File: src/rtl/inst_decode_stage.sv
// Decode stage: 2-entry FIFO of fully decoded RV32I instructions.
// Define ILLEGAL_TRAP_EN to flag and squash illegal encodings.
module inst_decode_stage (
  input  logic        clk,
  input  logic        rst,
  input  logic        in_valid,
  output logic        in_ready,
  input  logic [31:0] in_instr,
  input  logic [31:0] in_pc,
  input  logic        flush,
  output logic        out_valid,
  input  logic        out_ready,
  output logic [10:0] optype,
  output logic [2:0]  funct3,
  output logic [6:0]  funct7,
  output logic [4:0]  rs1,
  output logic [4:0]  rs2,
  output logic [4:0]  rd,
  output logic [31:0] pc_out,
  output logic [31:0] immI,
  output logic [31:0] immS,
  output logic [31:0] immB,
  output logic [31:0] immU,
  output logic [31:0] immJ,
  output logic        illegal
);

  localparam logic [1:0] EMPTY = 2'd0;
  localparam logic [1:0] ONE   = 2'd1;
  localparam logic [1:0] TWO   = 2'd2;

  typedef struct packed {
    logic [10:0] optype;
    logic [2:0]  funct3;
    logic [6:0]  funct7;
    logic [4:0]  rs1;
    logic [4:0]  rs2;
    logic [4:0]  rd;
    logic [31:0] pc;
    logic [31:0] imm_i;
    logic [31:0] imm_s;
    logic [31:0] imm_b;
    logic [31:0] imm_u;
    logic [31:0] imm_j;
    logic        illegal;
  } entry_t;

  function automatic entry_t decode(
    input logic [31:0] i,
    input logic [31:0] pc
  );
    entry_t     e;
    logic [10:0] ot;
    logic        bad;
    ot = '0;
    case (i[6:0])
      7'b0110011: ot = 11'h001;
      7'b0010011: ot = 11'h002;
      7'b0000011: ot = 11'h004;
      7'b0100011: ot = 11'h008;
      7'b1100011: ot = 11'h010;
      7'b1101111: ot = 11'h020;
      7'b1100111: ot = 11'h040;
      7'b0110111: ot = 11'h080;
      7'b0010111: ot = 11'h100;
      7'b1110011: ot = 11'h200;
      7'b0001111: ot = 11'h400;
      default:    ot = '0;
    endcase
`ifdef ILLEGAL_TRAP_EN
    // every listed opcode ends in 2'b11, so ot==0 also covers bad [1:0]
    bad = (ot == '0);
    if (ot[0]) begin
      if (i[31:25] != 7'b0000000 && i[31:25] != 7'b0100000)
        bad = 1'b1;
      if (i[31:25] == 7'b0100000 &&
          i[14:12] != 3'b000 && i[14:12] != 3'b101)
        bad = 1'b1;
    end
    if (ot[4] && (i[14:12] == 3'b010 || i[14:12] == 3'b011))
      bad = 1'b1;
    if (ot[2] && (i[14:12] == 3'b011 || i[14:12] == 3'b110 ||
                  i[14:12] == 3'b111))
      bad = 1'b1;
    if (ot[3] && i[14:12] > 3'b010)
      bad = 1'b1;
    if (ot[6] && i[14:12] != 3'b000)
      bad = 1'b1;
    if (bad)
      ot = '0;
`else
    bad = 1'b0;
`endif
    e.optype  = ot;
    e.funct3  = i[14:12];
    e.funct7  = i[31:25];
    e.rs1     = i[19:15];
    e.rs2     = i[24:20];
    e.rd      = i[11:7];
    e.pc      = pc;
    e.imm_i   = {{20{i[31]}}, i[31:20]};
    e.imm_s   = {{20{i[31]}}, i[31:25], i[11:7]};
    e.imm_b   = {{19{i[31]}}, i[31], i[7], i[30:25], i[11:8], 1'b0};
    e.imm_u   = {i[31:12], 12'b0};
    e.imm_j   = {{11{i[31]}}, i[31], i[19:12], i[20], i[30:21], 1'b0};
    e.illegal = bad;
    return e;
  endfunction

  logic [1:0] count_q, count_d;
  logic       in_ready_q, in_ready_d;
  entry_t     e0_q, e0_d;
  entry_t     e1_q, e1_d;
  entry_t     dec;
  logic       push, pop;

  always_comb begin
    dec        = decode(in_instr, in_pc);
    push       = in_valid && in_ready_q && !flush;
    pop        = (count_q != EMPTY) && out_ready;
    count_d    = count_q;
    e0_d       = e0_q;
    e1_d       = e1_q;
    if (flush) begin
      count_d = EMPTY;
    end else begin
      case (count_q)
        EMPTY: begin
          if (push) begin
            e0_d    = dec;
            count_d = ONE;
          end
        end
        ONE: begin
          if (push && pop) begin
            e0_d = dec;
          end else if (push) begin
            e1_d    = dec;
            count_d = TWO;
          end else if (pop) begin
            count_d = EMPTY;
          end
        end
        TWO: begin
          if (pop) begin
            e0_d = e1_q;
            if (push)
              e1_d = dec;
            else
              count_d = ONE;
          end
        end
        default: count_d = EMPTY;
      endcase
    end
    in_ready_d = (count_d != TWO);
  end

  always_ff @(posedge clk or posedge rst) begin
    if (rst) begin
      count_q    <= EMPTY;
      in_ready_q <= 1'b0;
      e0_q       <= '0;
      e1_q       <= '0;
    end else begin
      count_q    <= count_d;
      in_ready_q <= in_ready_d;
      e0_q       <= e0_d;
      e1_q       <= e1_d;
    end
  end

  assign in_ready  = in_ready_q;
  assign out_valid = (count_q != EMPTY);
  assign optype    = e0_q.optype;
  assign funct3    = e0_q.funct3;
  assign funct7    = e0_q.funct7;
  assign rs1       = e0_q.rs1;
  assign rs2       = e0_q.rs2;
  assign rd        = e0_q.rd;
  assign pc_out    = e0_q.pc;
  assign immI      = e0_q.imm_i;
  assign immS      = e0_q.imm_s;
  assign immB      = e0_q.imm_b;
  assign immU      = e0_q.imm_u;
  assign immJ      = e0_q.imm_j;
  assign illegal   = e0_q.illegal;

endmodule
File: config.mk
export PLATFORM = sky130hd
export DESIGN_NAME = inst_decode_stage
export DESIGN_NICKNAME = d
export VERILOG_FILES = /design/src/rtl/inst_decode_stage.sv
export SDC_FILE = /design/constraint.sdc
export NUM_CORES = 1
export LEC_CHECK = 0
export ABC_AREA = 1
export CAP_MARGIN = 20
export CORE_MARGIN = 10
export CORE_UTILIZATION = 40
export DETAILED_ROUTE_END_ITERATION = 8
export PLACE_DENSITY = 0.78
export SETUP_SLACK_MARGIN = 0.3
export SLEW_MARGIN = 40
export SYNTH_ARGS = -nofsm -noshare
export SYNTH_HDL_FRONTEND = slang
export SYNTH_SLANG_ARGS = --single-unit
File: constraint.sdc
create_clock -name clk -period 4.3 [get_ports clk]
set_input_delay 0.86 -clock clk [delete_from_list [all_inputs] [get_ports clk]]
set_output_delay 0.86 -clock clk [all_outputs]
set_load 0.005 [all_outputs]
# After elaboration in Yosys (flattened, before gate mapping)

Index checks and enable logic that the tools add are counted.

Logic and storage cells: 75
Output and inout port bits: 231
Bits of input ports: 69
Flip-flop bits (word level): 461

Reductions and logical operators: 11
Bitwise gates (word level): 1
Muxes and demuxes: 17
Equality and inequality tests: 18

Operator list:

| operator           | number |
|---|---|
| $mux 229           | 6 |
| $pmux 229 s3       | 1 |
| $pmux 229 s2       | 1 |
| $pmux 11 s11       | 1 |
| $eq 7x7->1 const B | 4 |
| $eq 7x6->1 const B | 3 |
| $eq 7x5->1 const B | 2 |
| $mux 2             | 7 |
| $ne 2x2->1 const B | 5 |
| $eq 7x2->1 const B | 1 |
| $eq 7x4->1 const B | 1 |
| $pmux 2 s3         | 1 |
| $reduce_and 5->1   | 1 |
| $logic_and 1x1->1  | 4 |
| $reduce_and 4->1   | 1 |
| $reduce_bool 2->1  | 2 |
| $reduce_bool 3->1  | 1 |
| $eq 2x1->1 const B | 1 |
| $eq 2x2->1 const B | 1 |
| $logic_not 2->1    | 1 |
| $logic_not 1->1    | 1 |
| $not 1->1          | 1 |

# Longest topological paths before layout

Depth after elaboration: 8
Mapped depth: 10
Depth with buffers taken out: 8

# Least setup slack after synthesis

OpenSTA, ideal clock, no wires.

Path type: reg2out
From: reg, netlist name immI[30]
To: out immB[12]
Setup slack: 1.702 ns
Data required time: 3.440 ns
Stages on the path, launching flop included: 2
Arrival: 1.738 ns
Buffers on the path: 1
Path through: dfrtp_1 -> buf_4

RTL lines:

| what      | line | text |
|---|---|---|
| to (decl) | 22   | `output logic [31:0] immB,` |

==> results summary <==
The number of placed instances with taps included came out at 1340. The detailed-route via count came out at 6230. The setup check on the worst reg-to-reg path leaves a slack of 1.81 ns. The number of standard cells in the final layout excluding fillers is 1369. In this run the critical register-to-register path is launched from count_q[1]. Hold timing on the final database bottoms out at a slack of 0.4769 ns. The worst endpoint data arrival time came out at 1.89 ns. The total power is 0.004244 W. The number of buffers added for setup after CTS is 0. The total die area came out at 24480 um2. The sink count of the clock tree is 139. The number of cells traversed by the worst register-to-register path came out at 7. The clock passes through at most 2 buffers. The width of the chip is 156.5 um. The family of cells with the greatest summed delay on the critical path is flip-flops. TritonCTS built the clock tree. Between clock sinks in the finished design, the worst skew comes to 0.01188 ns. In this run, the number of DRC markers left after iteration 0 of detailed routing was 435.

The count of TritonRoute iterations in the first routing pass is 5. The maximum number of pins on one net before global-route repair came out at 84. In this run the power density over the cells is 432.8 nW/um2. The highest achievable clock rate came out at 363.5 MHz. Subtracting the final worst setup slack from the clock period gives 2.751 ns. Buffers placed on the I/O ports in this run total 284. The clock reaches the later pin of the worst-skew pair after 0.42 ns. In this run the count of I/O pins placed on the die edge is 300. The routability congestion estimate is 0.7873.

The library cell used most frequently in the layout, excluding fill and tap cells, is nand2_1. The transition time at the pin with the least slew margin is 0.8092 ns. Global routing used 16.53% of the available tracks. The critical path is of the reg -> out type. Measured along the y axis, the die boundary spans 156.5 um. Clock-pin slew was measured on the worst setup and hold paths at 0.05 ns.

Among all stages on the critical path, the largest delay is contributed by dfrtp_4. The number of max-slew violations in the final report came out at 0. The worst vdd rail ir drop is 0.0002558 V.

The critical path starts at immI[30]. The endpoint type of the worst setup path is an output pin. The first global-routing pass estimated 32640 um of wire. The setup-violating endpoint count in the final report came out at 0. The worst setup path is launched from a flip-flop. The mean post-synth cell area is 7.383 um2. The total buffers and inverters traversed by the critical path is 1.

Wires add up to 20990 um. Counting distinct cell types in the post-synthesis netlist gives 15. After routing, the total negative slack on setup checks comes to 0 ns. STA puts the critical path data required time at 3.44 ns.

After layout, the worst setup slack is 1.549 ns. The number of violations of the max-capacitance limit is 0. Summed over all cells, the static leakage comes to 4.979 nW. Before CTS, the worst setup slack after placement is 1.489 ns.

The endpoint of the worst setup timing path is immS[17]. The effective utilization at floorplan is 41.05%. The number of nets in the final layout came out at 1199.

The count of standard-cell rows is 49. After clock tree synthesis, the flow added hold-fix buffers numbering 0. The netlist area before placement came out at 7450 um2. The maximum fanout along the worst path came out at 77. The headroom to the max-slew limit is 46.06%. Dividing the final minimum period by the clock period gives 63.98%. In the final routed layout, each cell accounts on average for 15.33 um. Traced cell by cell, the critical path runs through clkdlybuf4s50_1.

Setup repair after global routing left no endpoint under its margin. The fraction of the yosys area taken by sequential cells came out at 46.69%. The top cell types in the final layout, fill and taps aside, are nand2_1, clkdlybuf4s50_1, dfrtp_1. Relative to the synthesized area, the layout overhead comes to 31.63%. The remaining antenna violation count came out at 0.

The run finished with clean final reports. Detailed placement finished with a half-perimeter wire length of 14490 um. The number of antenna violations at the first check in global routing is 1. The CTS buffer count came out at 17. In this run the standard cell core region covers 18150 um2. After detailed routing, the number of remaining DRC violations is 0. The number of vias per cell after detailed routing came out at 4.551.

The maximum level of the CTS H-tree is 4. The register bit total from synthesis came out at 139. The endpoint identified for the worst register-to-register timing path is e1_q[218]. The via count of the first global-routing pass is 6103. The clock tree root driver cell is clkbuf_16. The post-CTS resize count is 0. Cells with a size suffix above 1 make up 3.951% of the layout. The total count of hold-check failures in the final report is 0.

In this run the worst hold path is classified as reg -> reg. The residual overflow from global routing came out at 0. The synthesized instance count is 1009. For this run, the slowest stage of the critical path takes 0.82 ns. Yosys printed 0 warnings.

The number of gates on the worst path with buffers counted is 1.
synth_stat cells:
cell	instances	area, um2
buf_6	3	33.78
nand3_1	17	85.08
nor2_4	1	11.26
buf_4	163	1224
buf_2	15	75.07
inv_1	11	41.29
conb_1	1	3.750
a21oi_1	3	15.01
o21ai_0	11	55.05
clkbuf_1	23	86.33
nand2_1	606	2275
inv_2	5	18.77
dfrtp_1	139	3478
nor2_1	10	37.54
nand3_2	1	10.01
routing by layer:
metal  share of wire (%)  global-route usage [%]
met1                  37                   17.30
met2                  50                   29.28
met3                  11                   6.826
met4                 1.4                   5.843
met5                   0                       0
final cells by class:
cell class,count,area [um2]
clock inverter,9,53.80
antenna,1,2.502
inverter,16,68.82
clock buffer,19,442.9
tap,229,286.5
sequential,139,3482
fill,1653,8342
timing repair buffer,292,2919
multi-input combinational,664,2550
tightest hold or removal path, stage by stage, from the launching register on:
cell	delay [ns]
dfrtp_1	0.34
nand2_1	0.05
nand2_1	0.05
registers in the layout, indices dropped and copies added, names as in the netlist, 4 cells and up:
name / cells
e1_q: 68
funct7: 6
pc_out: 32
optype: 11
rs1: 4
rs2: 4
rd: 4
where the power goes:
group,leakage (nW),internal [W],switching [W]
combinational,2.95,0.000783,0.000441
sequential,1.78,0.00155,0.000202
clock,0.246,0.000731,0.000535
total,4.98,0.00307,0.00118
metrics by stage:
| stage | cell area (um2) | util [%] |
|---|---|---|
| 2_1_floorplan | 7506 | - |
| 3_3_place_gp | 9295 | 51.22 |
| 3_5_place_dp | 9303 | 51.26 |
| 4_1_cts | 9799 | 54.00 |
| 5_1_grt | 9803 | 54.02 |
| 6_report | 9806 | 54.03 |
logic make-up (layout without fill, tap and decap cells):
logic type | Yosys count | after routing | synth area share (%)
compound gates | 14 | 14 | 0.9404
other cells | 1 | 16 | 0.05034
buf+inv | 220 | 336 | 19.85
flops | 139 | 139 | 46.69
simple gates | 635 | 635 | 32.47
how the worst min path moves through the flow:
| stage | start | end | slack, ns | cells after the start |
|---|---|---|---|---|
| finish | e1_q[133] | e1_q[133] | 0.48 | 2 |
| global route | e1_q[182] | e1_q[182] | 0.50 | 2 |
| CTS | e1_q[133] | e1_q[133] | 0.48 | 2 |
| detailed placement | pc_out[13] | pc_out[13] | 0.46 | 2 |
| global placement | e1_q[171] | e1_q[171] | 0.46 | 2 |
| floorplan | e1_q[100] | e1_q[100] | 0.45 | 2 |
Note: power is estimated with default switching activity, not from simulation.
